**config.mk**
```make
export PLATFORM = sky130hd
export DESIGN_NAME = prog_loader
export DESIGN_NICKNAME = d
export VERILOG_FILES = /design/src/rtl/prog_loader.sv
export SDC_FILE = /design/constraint.sdc
export NUM_CORES = 1
export LEC_CHECK = 0
export CAP_MARGIN = 20
export CORE_MARGIN = 3
export CORE_UTILIZATION = 55
export CTS_BUF_LIST = sky130_fd_sc_hd__clkbuf_4 sky130_fd_sc_hd__clkbuf_8
export CTS_CLUSTER_DIAMETER = 50
export CTS_CLUSTER_SIZE = 14
export DETAILED_ROUTE_END_ITERATION = 8
export PLACE_DENSITY = 0.95
export SLEW_MARGIN = 20
export SYNTH_ARGS = -nofsm -noshare
export SYNTH_HDL_FRONTEND = slang
export SYNTH_SLANG_ARGS = --single-unit
```
**constraint.sdc**
```tcl
create_clock -name clk_i -period 3.18 [get_ports clk_i]
set_input_delay 0.954 -clock clk_i [delete_from_list [all_inputs] [get_ports clk_i]]
set_output_delay 0.954 -clock clk_i [all_outputs]
set_load 0.01 [all_outputs]
```
**src/rtl/prog_loader.sv**
```systemverilog
// Instruction-memory loader: assembles a length-prefixed little-endian byte stream
// into 32-bit words and writes them from address 0 while holding the core in reset.
module prog_loader #(
  parameter int unsigned ADDR_W    = 12,
  parameter int unsigned MAX_WORDS = 1024
) (
  input  logic              clk_i,
  input  logic              reset_ni,
  input  logic              start_i,
  input  logic [7:0]        byte_i,
  input  logic              byte_valid_i,
  output logic              byte_ready_o,
  output logic              mem_we_o,
  output logic [ADDR_W-1:0] mem_addr_o,
  output logic [31:0]       mem_wdata_o,
  output logic              core_hold_o,
  output logic              done_o,
  output logic              err_o
);

  typedef enum logic [2:0] {
    S_IDLE,
    S_LEN0,
    S_LEN1,
    S_DATA,
    S_WR,
    S_DONE
  } state_t;

  state_t            state_q, state_d;
  logic [15:0]       len_q;
  logic [1:0]        cnt_q;
  logic [31:0]       asm_q;
  logic [ADDR_W-3:0] idx_q;
  logic              err_q;
  logic              we_q;

  logic              xfer;
  logic [15:0]       len_full;
  logic [15:0]       idx_next;
  logic              len_bad;
  logic              len_zero;

  assign xfer     = byte_valid_i && byte_ready_o;
  assign len_full = {byte_i, len_q[7:0]};
  // Widened so idx+1 can reach MAX_WORDS without wrapping before the compare.
  assign idx_next = 16'(idx_q) + 16'd1;
  assign len_bad  = len_full > 16'(MAX_WORDS);
  assign len_zero = len_full == 16'd0;

  always_comb begin
    state_d      = state_q;
    byte_ready_o = 1'b0;
    core_hold_o  = 1'b0;
    done_o       = 1'b0;
    unique case (state_q)
      S_IDLE: begin
        if (start_i) state_d = S_LEN0;
      end
      S_LEN0: begin
        byte_ready_o = 1'b1;
        core_hold_o  = 1'b1;
        if (xfer) state_d = S_LEN1;
      end
      S_LEN1: begin
        byte_ready_o = 1'b1;
        core_hold_o  = 1'b1;
        if (xfer) state_d = (len_zero || len_bad) ? S_DONE : S_DATA;
      end
      S_DATA: begin
        byte_ready_o = 1'b1;
        core_hold_o  = 1'b1;
        if (xfer && cnt_q == 2'd3) state_d = S_WR;
      end
      S_WR: begin
        core_hold_o = 1'b1;
        state_d     = (idx_next == len_q) ? S_DONE : S_DATA;
      end
      S_DONE: begin
        done_o = 1'b1;
        if (start_i) state_d = S_LEN0;
      end
      default: state_d = S_IDLE;
    endcase
  end

  always_ff @(posedge clk_i or negedge reset_ni) begin
    if (!reset_ni) begin
      state_q <= S_IDLE;
      len_q   <= '0;
      cnt_q   <= '0;
      asm_q   <= '0;
      idx_q   <= '0;
      err_q   <= 1'b0;
      we_q    <= 1'b0;
    end else begin
      state_q <= state_d;
      we_q    <= (state_d == S_WR);
      unique case (state_q)
        S_IDLE, S_DONE: begin
          if (start_i) begin
            idx_q <= '0;
            cnt_q <= '0;
            err_q <= 1'b0;
          end
        end
        S_LEN0: begin
          if (xfer) len_q[7:0] <= byte_i;
        end
        S_LEN1: begin
          if (xfer) begin
            len_q[15:8] <= byte_i;
            cnt_q       <= '0;
            if (len_bad) err_q <= 1'b1;
          end
        end
        S_DATA: begin
          // Last byte lands in lane 3 on the edge entering WR, so the word is whole during WR.
          if (xfer) begin
            asm_q[{cnt_q, 3'b000} +: 8] <= byte_i;
            cnt_q                       <= cnt_q + 2'd1;
          end
        end
        S_WR: begin
          idx_q <= idx_q + 1'b1;
        end
        default: ;
      endcase
    end
  end

  assign mem_we_o    = we_q;
  assign mem_addr_o  = {idx_q, 2'b00};
  assign mem_wdata_o = asm_q;
  assign err_o       = err_q;

endmodule
```
Word level (Yosys, flattened, before mapping)
Index checks and enable logic that the tools add are counted.
Widths: inputs -> output; s select.
{"block": "word_totals", "regBits": 65, "in_bits": 12, "out_inout_bits": 49, "wordCells": 65}
{"block": "op_classes", "n_addsub": 4, "n_reduce_logical": 17, "shift": 2, "eq_ne": 12, "magnitude_cmp": 1, "n_mux": 21}
{"cell": "$bwmux 32", "count": 1}
{"cell": "$shift 8x7->32 const A", "count": 1}
{"cell": "$shiftx 8x7->32", "count": 1}
{"cell": "$pmux 10 s2", "count": 1}
{"cell": "$mux 3", "count": 6}
{"cell": "$eq 11x16->1", "count": 1}
{"cell": "$gt 16x11->1 const B", "count": 1}
{"cell": "$logic_not 16->1", "count": 1}
{"cell": "$pmux 3 s5", "count": 1}
{"cell": "$add 10x1->11 const B", "count": 1}
{"cell": "$add 10x1->10 const B", "count": 1}
{"cell": "$mux 10", "count": 1}
{"cell": "$eq 3x3->1 const B", "count": 3}
{"cell": "$reduce_and 2->1", "count": 4}
{"cell": "$reduce_and 4->1", "count": 2}
{"cell": "$neg 5->7", "count": 1}
{"cell": "$eq 3x2->1 const B", "count": 2}
{"cell": "$mux 1", "count": 6}
{"cell": "$mux 2", "count": 3}
{"cell": "$ne 2x2->1 const B", "count": 3}
{"cell": "$pmux 2 s3", "count": 1}
{"cell": "$reduce_bool 2->1", "count": 2}
{"cell": "$reduce_or 4->1", "count": 1}
{"cell": "$eq 3x1->1 const B", "count": 1}
{"cell": "other kinds (10)", "count": 11}

Depth between registers and ports, before layout
Gate-level depths: netlist of run 1.
{"block": "logic_depth", "ltp_word": 8, "depth_mapped": 7}

Least setup slack after synthesis of run 1
No wires, ideal clock.
{"block": "synth_path", "path_kind": "input to register", "startpoint": "input byte_valid_i", "endpoint": "register len_q[10]", "cell_stages": 4, "arrival_time_ns": 1.990, "path_slack_ns": 1.065, "required_ns": 3.055, "path_cell_list": "nor2b_1 > nand2_1 > nor2_1 > mux2_2"}
{"block": "synth_between", "elab_chain_cells": 2}
{"element": "start, declared", "line": "11", "rtl": "input logic byte_valid_i,"}
{"element": "$logic_and 1x1->1", "line": "44", "rtl": "assign xfer = byte_valid_i && byte_ready_o;"}
{"element": "$reduce_and 2->1 (no source line)"}
{"element": "end signal, assigned", "line": "112", "rtl": "len_q[15:8] <= byte_i;"}
{"element": "end, declared", "line": "31", "rtl": "logic [15:0] len_q;"}
No other way between the ends.
A chain may end at the register's enable or synchronous reset.

Worst setup path after layout of run 1
{"block": "layout_path", "startpoint": "register state_q[0]", "endpoint": "output done_o"}
{"block": "layout_between", "elab_chain_cells": 2}
{"element": "start, declared", "line": "30", "rtl": "state_t state_q, state_d;"}
{"element": "start signal, assigned", "line": "97", "rtl": "state_q <= state_d;"}
{"element": "$eq 3x3->1", "line": "56", "rtl": "unique case (state_q)"}
{"element": "$mux 1", "line": "56"}
{"element": "end, declared", "line": "17", "rtl": "output logic done_o,"}
No other way between the ends.

==> metrics.yaml, run 1 <==
status: "finished, final reports clean"
p_switching_w: 0.001157
critPathCaptureType: "primary output"
max_freq_mhz: 349.7
regArea_sq_mm: 0.001627
grt_max_degree: 66
chipWidth_um: 82.23
path_class: "reg2out"
fin_crit_sh_pct: 89.93
internal_power_w: 0.001976
clock_latency_ns: 0.35
synth-main-ff-cell: "dfrtp_1"
drt-vias-per-instance: 6.079
nFillCells: 358
whs_path_depth: 2
reg2reg_from: "idx_q[0]"
ant_nets: 0
critPathRequiredTime_ns: 2.23
ir_drop_mv: 0.4108
period_minus_slack_ns: 2.860
ys.warnings.count: 0
reg2regPathDepth: 7
combPwrFrac_pct: 36.5
port_buffers: 58
die_h_um: 82.23
track_usage_pct: 28.71
worst_slew_pin_slew_ns: 0.9770
synth.cell_area_sq_mm: 0.003196
area_delta_synth_final_pct: 28.66
start_kind: "register"
vias: 2985
clock-sinks: 65
finalSetupViolations: 0
sw_frac_of_total_pct: 36.93
rsz0062_at_grt: "no"
seq_power_share_pct: 39.8
cts-buffers-inserted: 9
drt_iter0_drc: 368
synth_top_area_share_pct: 50.90
io_pins: 61
yosysTopAreaCell: "dfrtp_1"
gr-total-overflow: 0
holdWs_ns: 0.4827
min_to: "err_o"
postCtsHoldBufs: 0
finalHoldViolations: 0
cts_resized: 0
cpMaxStageDelayCell: "clkdlybuf4s50_1"
hold_path_class: "reg2reg"
initial_core_util_pct: 57.33
max_stage_delay_ns: 0.60
post_drt_wl_per_cell_um: 18.18
syn_inst: 347
worstReg2RegEnd: "state_q[1]"
antenna_found_initial: 0
layout-drive-gt1-share_pct: 11.22
core_area_sq_mm: 0.005574
num_rows: 27
cts_setup_buffers: 0
p_clk_share_pct: 23.7
cts_htree_levels: 3
dieArea_sq_mm: 0.006761
async_reset_ff_share_pct: 100.0
maxCapViolCount: 0
dr.pass1.iters: 6
post-dp-hpwl_um: 5982
maxSlewHeadroom_pct: 34.73
synth.distinct_cells: 43
clk_pin_slew_ns: 0.08
drc: 0
setup_tns_ns: 0
worst_ep_arrival_time_ns: 1.91
yosysMostFrequentCell: "nand2_1"
synth_top_cells_by_count: "87 x nand2_1, 65 x dfrtp_1, 57 x o21ai_0"
clock_path_buffers: 2
syn_area_per_cell_sq_um: 9.209
cts_tree: "done"
pwr_density_cell_mw_per_mm2: 762.2
path_cells: "inv_1 > nor3b_1 > clkdlybuf4s50_1"
multi_input_area_sq_mm: 0.001479
synth_seq_cells: 65
min_from: "err_o"
gp_congestion: 0.8840
cts-root-buf: "clkbuf_8"
finalClockSkew_ns: 0.01448
grt_pass1_wl_um: 14380
r2r_slack_ns: 0.79
finalWirelength_um: 8927
diodes: 0
finalNetCount: 432
yosys-top-cells-area: "dfrtp_1 51%, nand2_1 10%, o21ai_0 8.9%, mux2_2 4.9%, xnor2_1 2.5%"
seq_area_frac_synth_pct: 50.90
slew_violations: 0
synth-edff-count: 0
p_leak_nw: 1.727
grt_pass1_vias: 2844
critPathMaxFanout: 9
[cells by family after synthesis]
| family | count (synthesis) | share of synthesized area, % |
|---|---|---|
| AO/OA/AOI/OAI | 77 | 13.27 |
| buffers and inverters | 22 | 2.937 |
| adder cells (fa/ha/maj) | 6 | 2.349 |
| XOR/XNOR | 11 | 3.015 |
| other | 1 | 0.1174 |
| AND/OR/NAND/NOR | 149 | 21.85 |
| flip-flops | 65 | 50.90 |
| multiplexers | 16 | 5.560 |
[layout make-up]
type,count,share of cell area (%)
Clock buffer,10,3.348
Clock inverter,6,1.795
Inverter,7,0.6391
Multi-Input combinational cell,261,35.97
Sequential cell,65,39.56
Tap cell,72,2.191
Timing Repair Buffer,70,16.49
[layer usage]
| layer | GRT usage [%] | part of all wire, % | up-vias | wire length (um) |
|---|---|---|---|---|
| li1 | - | - | 1334 | - |
| met1 | 36.35 | 38 | 1438 | 3390 |
| met2 | 47.52 | 51 | 183 | 4563 |
| met3 | 6.508 | 8.4 | 30 | 747 |
| met4 | 11.63 | 2.5 | 0 | 226 |
| met5 | 0 | 0 | - | 0 |
[sequential cells by signal, indices dropped and copies added, names as in the netlist]
register     flops
idx_q           10
len_q           16
mem_we_o         1
state_q          3
mem_wdata_o     32
err_o            1
cnt_q            2
[worst max-delay path by stage]
stage / slack, ns / startpoint / depth (start not counted) / end
floorplan: 1.07 / byte_valid_i / 4 / len_q[10]
global placement: 0.51 / byte_valid_i / 6 / state_q[2]
detailed placement: 0.33 / byte_i[3] / 7 / state_q[2]
CTS: 0.33 / state_q[0] / 3 / done_o
global route: 0.18 / state_q[0] / 3 / done_o
finish: 0.32 / state_q[0] / 3 / done_o
[metrics by stage]
stage                     setup slack (ns)  area, sq um  utilization, %  std cells  power, W
after floorplan                      1.065         3199               -        348  0.001880
after global placement              0.5051         3900           69.97        475  0.002267
after detailed placement            0.3303         3900           69.97        475  0.002350
after CTS                           0.3270         4111           73.76        491  0.003125
after global routing                0.1803         4111           73.76        491  0.003315
final                               0.3201         4111           73.76        491  0.003134
[critical path, delay by kind of cell (launching register included)]
kind                   cells  cell delay [ns]
AND/OR/NAND/NOR            1             0.32
buffers and inverters      2             0.75
flip-flops                 1             0.49
[cell usage in the layout, fill, tap and decap left out, drive strengths merged, types with 2 or more instances in the layout]
master,Yosys,routed
clkdlybuf4s50,0,57
nor3b,5,5
o31ai,3,3
clkinv,0,3
dfrtp,65,65
and3,7,7
buf,6,13
nor2b,4,4
inv,7,9
mux2i,2,2
nand3,8,8
or4,4,4
ha,6,6
nand4,2,2
nand2,87,87
nand2b,3,3
mux2,14,14
nor2,16,16
xor2,2,2
nor3,3,3
a21oi,6,6
nor4,6,6
a31oi,3,3
xnor2,9,9
o21ai,57,57
conb,1,2
clkbuf,9,10
[power by group through the flow]
stage | Sequential (W) | Clock [W] | Combinational (W)
2_1_floorplan | 0.00121 | 0 | 0.000667
3_3_place_gp | 0.00123 | 0 | 0.00104
3_5_place_dp | 0.00125 | 0 | 0.00110
4_1_cts | 0.00124 | 0.000753 | 0.00113
5_1_grt | 0.00127 | 0.000792 | 0.00125
6_report | 0.00125 | 0.000743 | 0.00114
Note: power is estimated with default switching activity, not from simulation.
==> run 2, diff against run 1 <==
--- a/config.mk
+++ b/config.mk
@@ -5,14 +5,14 @@
 export SDC_FILE = /design/constraint.sdc
 export NUM_CORES = 1
 export LEC_CHECK = 0
-export CAP_MARGIN = 20
+export CAP_MARGIN = 0
 export CORE_MARGIN = 3
 export CORE_UTILIZATION = 55
 export CTS_BUF_LIST = sky130_fd_sc_hd__clkbuf_4 sky130_fd_sc_hd__clkbuf_8
 export CTS_CLUSTER_DIAMETER = 50
 export CTS_CLUSTER_SIZE = 14
 export DETAILED_ROUTE_END_ITERATION = 8
-export PLACE_DENSITY = 0.95
+export PLACE_DENSITY = 0.91
 export SLEW_MARGIN = 20
 export SYNTH_ARGS = -nofsm -noshare
 export SYNTH_HDL_FRONTEND = slang
==> constraint.sdc (replaced) <==
create_clock -name clk_i -period 3.18 [get_ports clk_i]
set_input_delay 0.954 -clock clk_i [delete_from_list [all_inputs] [get_ports clk_i]]
set_output_delay 0.954 -clock clk_i [all_outputs]
set_load 0.02 [all_outputs]
==> metrics.yaml, run 2 (synthesis gave the netlist of run 1 again) <==
antenna_found_initial: 0  # unchanged
reg2regPathDepth: 7  # unchanged
most-common-layout-cells: "87 x nand2_1, 65 x dfrtp_1, 57 x o21ai_0, 57 x clkdlybuf4s50_1, 16 x nor2_1"
min_to: "mem_wdata_o[0]"
dr.pass1.iters: 7  # +1
rsz0062_at_grt: "no"
ir_drop_mv: 0.5771  # +40%
worst_ep_arrival_time_ns: 1.98  # +0.07 ns
finalSetupViolations: 0  # unchanged
max_freq_mhz: 340.7  # -2.6%
seq_power_share_pct: 39.0  # -0.8 points
finalHoldViolations: 0  # unchanged
grt_pass1_wl_um: 14010  # -2.6%
critPathMaxFanout: 9  # unchanged
status: "finished, final reports clean"
p_leak_nw: 1.718  # -0.52%
sw_frac_of_total_pct: 37.76  # +0.83 points
whs_path_depth: 2  # unchanged
cts_resized: 0  # unchanged
finalNetCount: 432  # unchanged
path_class: "reg2out"
layout-drive-gt1-share_pct: 11.22  # unchanged
dieArea_sq_mm: 0.006761  # unchanged
diodes: 0  # unchanged
min_from: "mem_wdata_o[0]"
chipWidth_um: 82.23  # unchanged
place_ws_ns: 0.3957  # +0.06537 ns
largest_reg_flops: 32  # unchanged
holdWs_ns: 0.4808  # -0.001878 ns
clk_pin_slew_ns: 0.07  # about the same
ant_nets: 0  # unchanged
grt_pass1_vias: 2812  # -1.1%
critPathRequiredTime_ns: 2.23  # about the same
p_switching_w: 0.001195  # +3.3%
fin_crit_sh_pct: 92.29  # +2.4 points
cts_tree: "done"
setup_tns_ns: 0  # unchanged
track_usage_pct: 27.79  # -0.91 points
combPwrFrac_pct: 38.3  # +1.8 points
drt_iter0_drc: 270  # -27%
worstReg2RegEnd: "state_q[1]"
drc: 0  # unchanged
reg2reg_from: "idx_q[0]"
final_common_cell: "nand2_1"
pwr_density_cell_mw_per_mm2: 770.8  # +1.1%
dp.cells: 475  # unchanged
grt_max_degree: 66  # unchanged
finalClockSkew_ns: 0.009760  # -0.004718 ns
gp_congestion: 0.8674  # -1.9%
clock_path_buffers: 2  # unchanged
vias: 2894  # -3.0%
start_kind: "register"
cts-root-buf: "clkbuf_8"
period_minus_slack_ns: 2.935  # +0.07499 ns
core_area_sq_mm: 0.005574  # unchanged
postCtsHoldBufs: 0  # unchanged
finalWirelength_um: 8501  # -4.8%
post_drt_wl_per_cell_um: 17.31  # -4.8%
maxCapViolCount: 0  # unchanged
worst_slew_pin_slew_ns: 1.014  # +0.03746 ns
hold_path_class: "reg2reg"
maxSlewHeadroom_pct: 32.23  # -2.5 points
stdcell_count: 491  # unchanged
nFillCells: 388  # +8.4%
clock_latency_ns: 0.35  # about the same
cts_htree_levels: 3  # unchanged
post-dp-hpwl_um: 5773  # -3.5%
io_pins: 61  # unchanged
cts_setup_buffers: 0  # unchanged
drt-vias-per-instance: 5.894  # -3.0%
cts-buffers-inserted: 9  # unchanged
r2r_slack_ns: 0.79  # about the same
clock-sinks: 65  # unchanged
internal_power_w: 0.001969  # -0.37%
slew_violations: 0  # unchanged
port_buffers: 58  # unchanged
area_delta_synth_final_pct: 28.47
critPathCaptureType: "primary output"
worst_slack_ns: 0.2451  # -0.07500 ns
gr-total-overflow: 0  # unchanged
die_h_um: 82.23  # unchanged
num_rows: 27  # unchanged
initial_core_util_pct: 57.33  # unchanged
p_clk_share_pct: 22.7  # -1.0 points
==> run 2: cell type report <==
class	instances	area, sq um	share of cell area (%)
flip-flops and latches	65	1627	39.62
multi-input cells	261	1479	36.03
repair buffers	70	678.2	16.52
clock buffers	10	137.6	3.353
well taps	72	90.09	2.194
clock inverters	6	67.56	1.646
inverters	7	26.28	0.6400
==> run 2: per-layer routing <==
layer	routed length [um]	share of wire, %	global-route usage (%)	vias up
li1	-	-	-	1329
met1	3501	41	35.79	1418
met2	4241	50	45.19	120
met3	524	6.2	4.989	27
met4	233	2.7	13.46	0
met5	0	0	0	-
==> run 2: how the worst max path moves through the flow <==
| stage | from | end | slack [ns] |
|---|---|---|---|
| final | state_q[0] | done_o | 0.25 |
| after global routing | state_q[0] | done_o | 0.13 |
| after CTS | state_q[0] | done_o | 0.24 |
| after detailed placement | byte_valid_i | state_q[2] | 0.40 |
| after global placement | byte_valid_i | state_q[2] | 0.50 |
| after floorplan | state_q[0] | done_o | 0.95 |
==> run 2: power by group through the flow <==
stage          Combinational [W]  Clock, W  Sequential [W]
3_5_place_dp             0.00118         0         0.00124
5_1_grt                  0.00132  0.000763         0.00126
6_report                 0.00121  0.000719         0.00123
2_1_floorplan           0.000685         0         0.00127
3_3_place_gp             0.00112         0         0.00123
4_1_cts                  0.00121  0.000723         0.00123
==> run 2: worst max-delay path, stage by stage, from the launching register on <==
cell and delay (ns):
dfrtp_1 0.50, inv_1 0.17, nor3b_1 0.30, clkdlybuf4s50_1 0.66
==> run 2: per-stage QoR <==
step	total power, W	cell area [sq um]	util, %
final	0.003164	4105	73.65
after floorplan	0.001959	3199	-
after detailed placement	0.002419	3900	69.97
after global routing	0.003342	4105	73.65
after CTS	0.003157	4105	73.65
after global placement	0.002350	3900	69.97
==> run 3, diff against run 2 <==
--- a/config.mk
+++ b/config.mk
@@ -5,7 +5,6 @@
 export SDC_FILE = /design/constraint.sdc
 export NUM_CORES = 1
 export LEC_CHECK = 0
-export CAP_MARGIN = 0
 export CORE_MARGIN = 3
 export CORE_UTILIZATION = 55
 export CTS_BUF_LIST = sky130_fd_sc_hd__clkbuf_4 sky130_fd_sc_hd__clkbuf_8
@@ -13,6 +12,7 @@
 export CTS_CLUSTER_SIZE = 14
 export DETAILED_ROUTE_END_ITERATION = 8
 export PLACE_DENSITY = 0.91
+export SETUP_SLACK_MARGIN = 0.15
 export SLEW_MARGIN = 20
 export SYNTH_ARGS = -nofsm -noshare
 export SYNTH_HDL_FRONTEND = slang
==> metrics.yaml, run 3 (synthesis gave the netlist of run 1 again) <==
gr-total-overflow: 0  # unchanged
critical-path-top-delay-family: "buffers and inverters"
area_delta_synth_final_pct: 28.54  # about the same
dr.pass1.iters: 5  # -2
clock_latency_ns: 0.35  # about the same
dieArea_sq_mm: 0.006761  # unchanged
p_switching_w: 0.001196  # about the same
seq_power_share_pct: 39.0  # about the same
cts_setup_buffers: 0  # unchanged
chipWidth_um: 82.23  # unchanged
min_from: "mem_wdata_o[0]"
ir_drop_mv: 0.5770  # about the same
core_area_sq_mm: 0.005574  # unchanged
reg2reg_from: "idx_q[0]"
sw_frac_of_total_pct: 37.79  # about the same
internal_power_w: 0.001969  # about the same
critPathCaptureType: "primary output"
setup_tns_ns: 0  # unchanged
largest_reg_flops: 32  # unchanged
p_clk_share_pct: 22.7  # about the same
nFillCells: 387  # -0.26%
p_leak_nw: 1.736  # +1.1%
finalClockSkew_ns: 0.009797  # +0.00003681 ns
clock_path_buffers: 2  # unchanged
grt_pass1_wl_um: 14010  # unchanged
place_area_sq_mm: 0.003900  # unchanged
final_common_cell: "nand2_1"
post_drt_wl_per_cell_um: 17.29  # -0.14%
clk_pin_slew_ns: 0.07  # about the same
max_stage_delay_ns: 0.62  # -0.04 ns
clock-sinks: 65  # unchanged
io_pins: 61  # unchanged
fin_crit_sh_pct: 90.39  # -1.9 points
cts-root-buf: "clkbuf_8"
cts_htree_levels: 3  # unchanged
critPathMaxFanout: 13  # +4
cts-buffers-inserted: 9  # unchanged
period_minus_slack_ns: 2.874  # -0.06060 ns
num_rows: 27  # unchanged
multi_input_area_sq_mm: 0.001479  # unchanged
start_kind: "register"
worst_ep_arrival_time_ns: 1.92  # -0.06 ns
cpMaxStageDelayCell: "clkdlybuf4s50_1"
whs_path_depth: 2  # unchanged
drt_iter0_drc: 270  # unchanged
place_ws_ns: 0.3957  # unchanged
grt_pass1_vias: 2812  # unchanged
ant_nets: 0  # unchanged
die_h_um: 82.23  # unchanged
drc: 0  # unchanged
layout-drive-gt1-share_pct: 11.22  # unchanged
slew_violations: 0  # unchanged
diodes: 0  # unchanged
finalPower_w: 0.003164  # about the same
gp_congestion: 0.8674  # unchanged
worstReg2RegEnd: "state_q[1]"
min_to: "mem_wdata_o[0]"
max_freq_mhz: 347.9  # +2.1%
r2r_slack_ns: 0.79  # about the same
finalWirelength_um: 8489  # -0.14%
path_class: "reg2out"
hold_path_class: "reg2reg"
maxSlewHeadroom_pct: 32.15  # -0.079 points
drt-vias-per-instance: 5.904  # +0.17%
fin_area_sq_mm: 0.004108  # about the same
finalSetupViolations: 0  # unchanged
finalNetCount: 432  # unchanged
antenna_found_initial: 0  # unchanged
most-common-layout-cells: "87 x nand2_1, 65 x dfrtp_1, 57 x o21ai_0"
worst-path-buf-inv: 2  # unchanged
maxCapViolCount: 0  # unchanged
initial_core_util_pct: 57.33  # unchanged
pwr_density_cell_mw_per_mm2: 770.3  # about the same
reg2regPathDepth: 7  # unchanged
cts_tree: "done"
grt_max_degree: 66  # unchanged
worst_slew_pin_slew_ns: 1.016  # +0.001189 ns
finalHoldViolations: 0  # unchanged
combPwrFrac_pct: 38.3  # about the same
rsz0062_at_grt: "no"
vias: 2899  # +0.17%
regArea_sq_mm: 0.001627  # unchanged
post-dp-hpwl_um: 5773  # unchanged
worst_slack_ns: 0.3057  # +0.06060 ns
track_usage_pct: 27.79  # unchanged
status: "finished, final reports clean"
critPathRequiredTime_ns: 2.23  # about the same
path_cells: "nor2_1 > buf_4 > xnor2_1 > clkdlybuf4s50_1"
port_buffers: 58  # unchanged
[run 3: cell count changes in the layout (fill, tap and decap cells not counted)]
cell             previous run  this run
dlymetal6s2s_1              0         1
clkdlybuf4s50_1            57        56
[run 3: worst max-delay path by stage]
stage / start / end / slack, ns / cells after the start
floorplan: state_q[0] / done_o / 0.95 / 3
global placement: byte_valid_i / state_q[2] / 0.50 / 6
detailed placement: byte_valid_i / state_q[2] / 0.40 / 6
CTS: state_q[0] / done_o / 0.24 / 3
global route: state_q[1] / core_hold_o / 0.21 / 4
finish: state_q[1] / core_hold_o / 0.31 / 4
[run 3: metrics by stage]
stage,util (%),cells,hold WS [ns]
floorplan,-,348,0.4817
global placement,69.97,475,0.4597
detailed placement,69.97,475,0.4677
CTS,73.65,491,0.4877
global route,73.69,491,0.5042
finish,73.69,491,0.4808
[run 3: what timing repair did]
item | in CTS | in global routing
setup endpoints to repair | 0 | 1
hold buffers | 0 | 0
resized for setup | 0 | 1
[run 3: metal layers]
metal / part of all wire (%) / global-route usage [%] / routed length [um] / vias to the layer above
met3: 6.2 / 4.989 / 526 / 25
met1: 41 / 35.79 / 3494 / 1416
met2: 50 / 45.19 / 4252 / 129
li1: - / - / - / 1329
met5: 0 / 0 / 0 / -
met4: 2.5 / 13.46 / 215 / 0
[run 3: power groups by stage]
| stage | clock network, W | registers, W | logic (W) |
|---|---|---|---|
| 2_1_floorplan | 0 | 0.00127 | 0.000685 |
| 3_3_place_gp | 0 | 0.00123 | 0.00112 |
| 3_5_place_dp | 0 | 0.00124 | 0.00118 |
| 4_1_cts | 0.000723 | 0.00123 | 0.00121 |
| 5_1_grt | 0.000763 | 0.00126 | 0.00132 |
| 6_report | 0.000719 | 0.00123 | 0.00121 |
[run 3: worst min-delay path, stage by stage (launching register included)]
cell,delay [ns]
dfrtp_1,0.34
nand2_1,0.05
o21ai_0,0.06
[run 3: final cells by class]
type,count,share of cell area [%]
clock inverters,6,1.645
clock buffers,10,3.351
repair buffers,70,16.57
multi-input cells,261,36.00
inverters,7,0.6397
flip-flops and latches,65,39.60
well taps,72,2.193
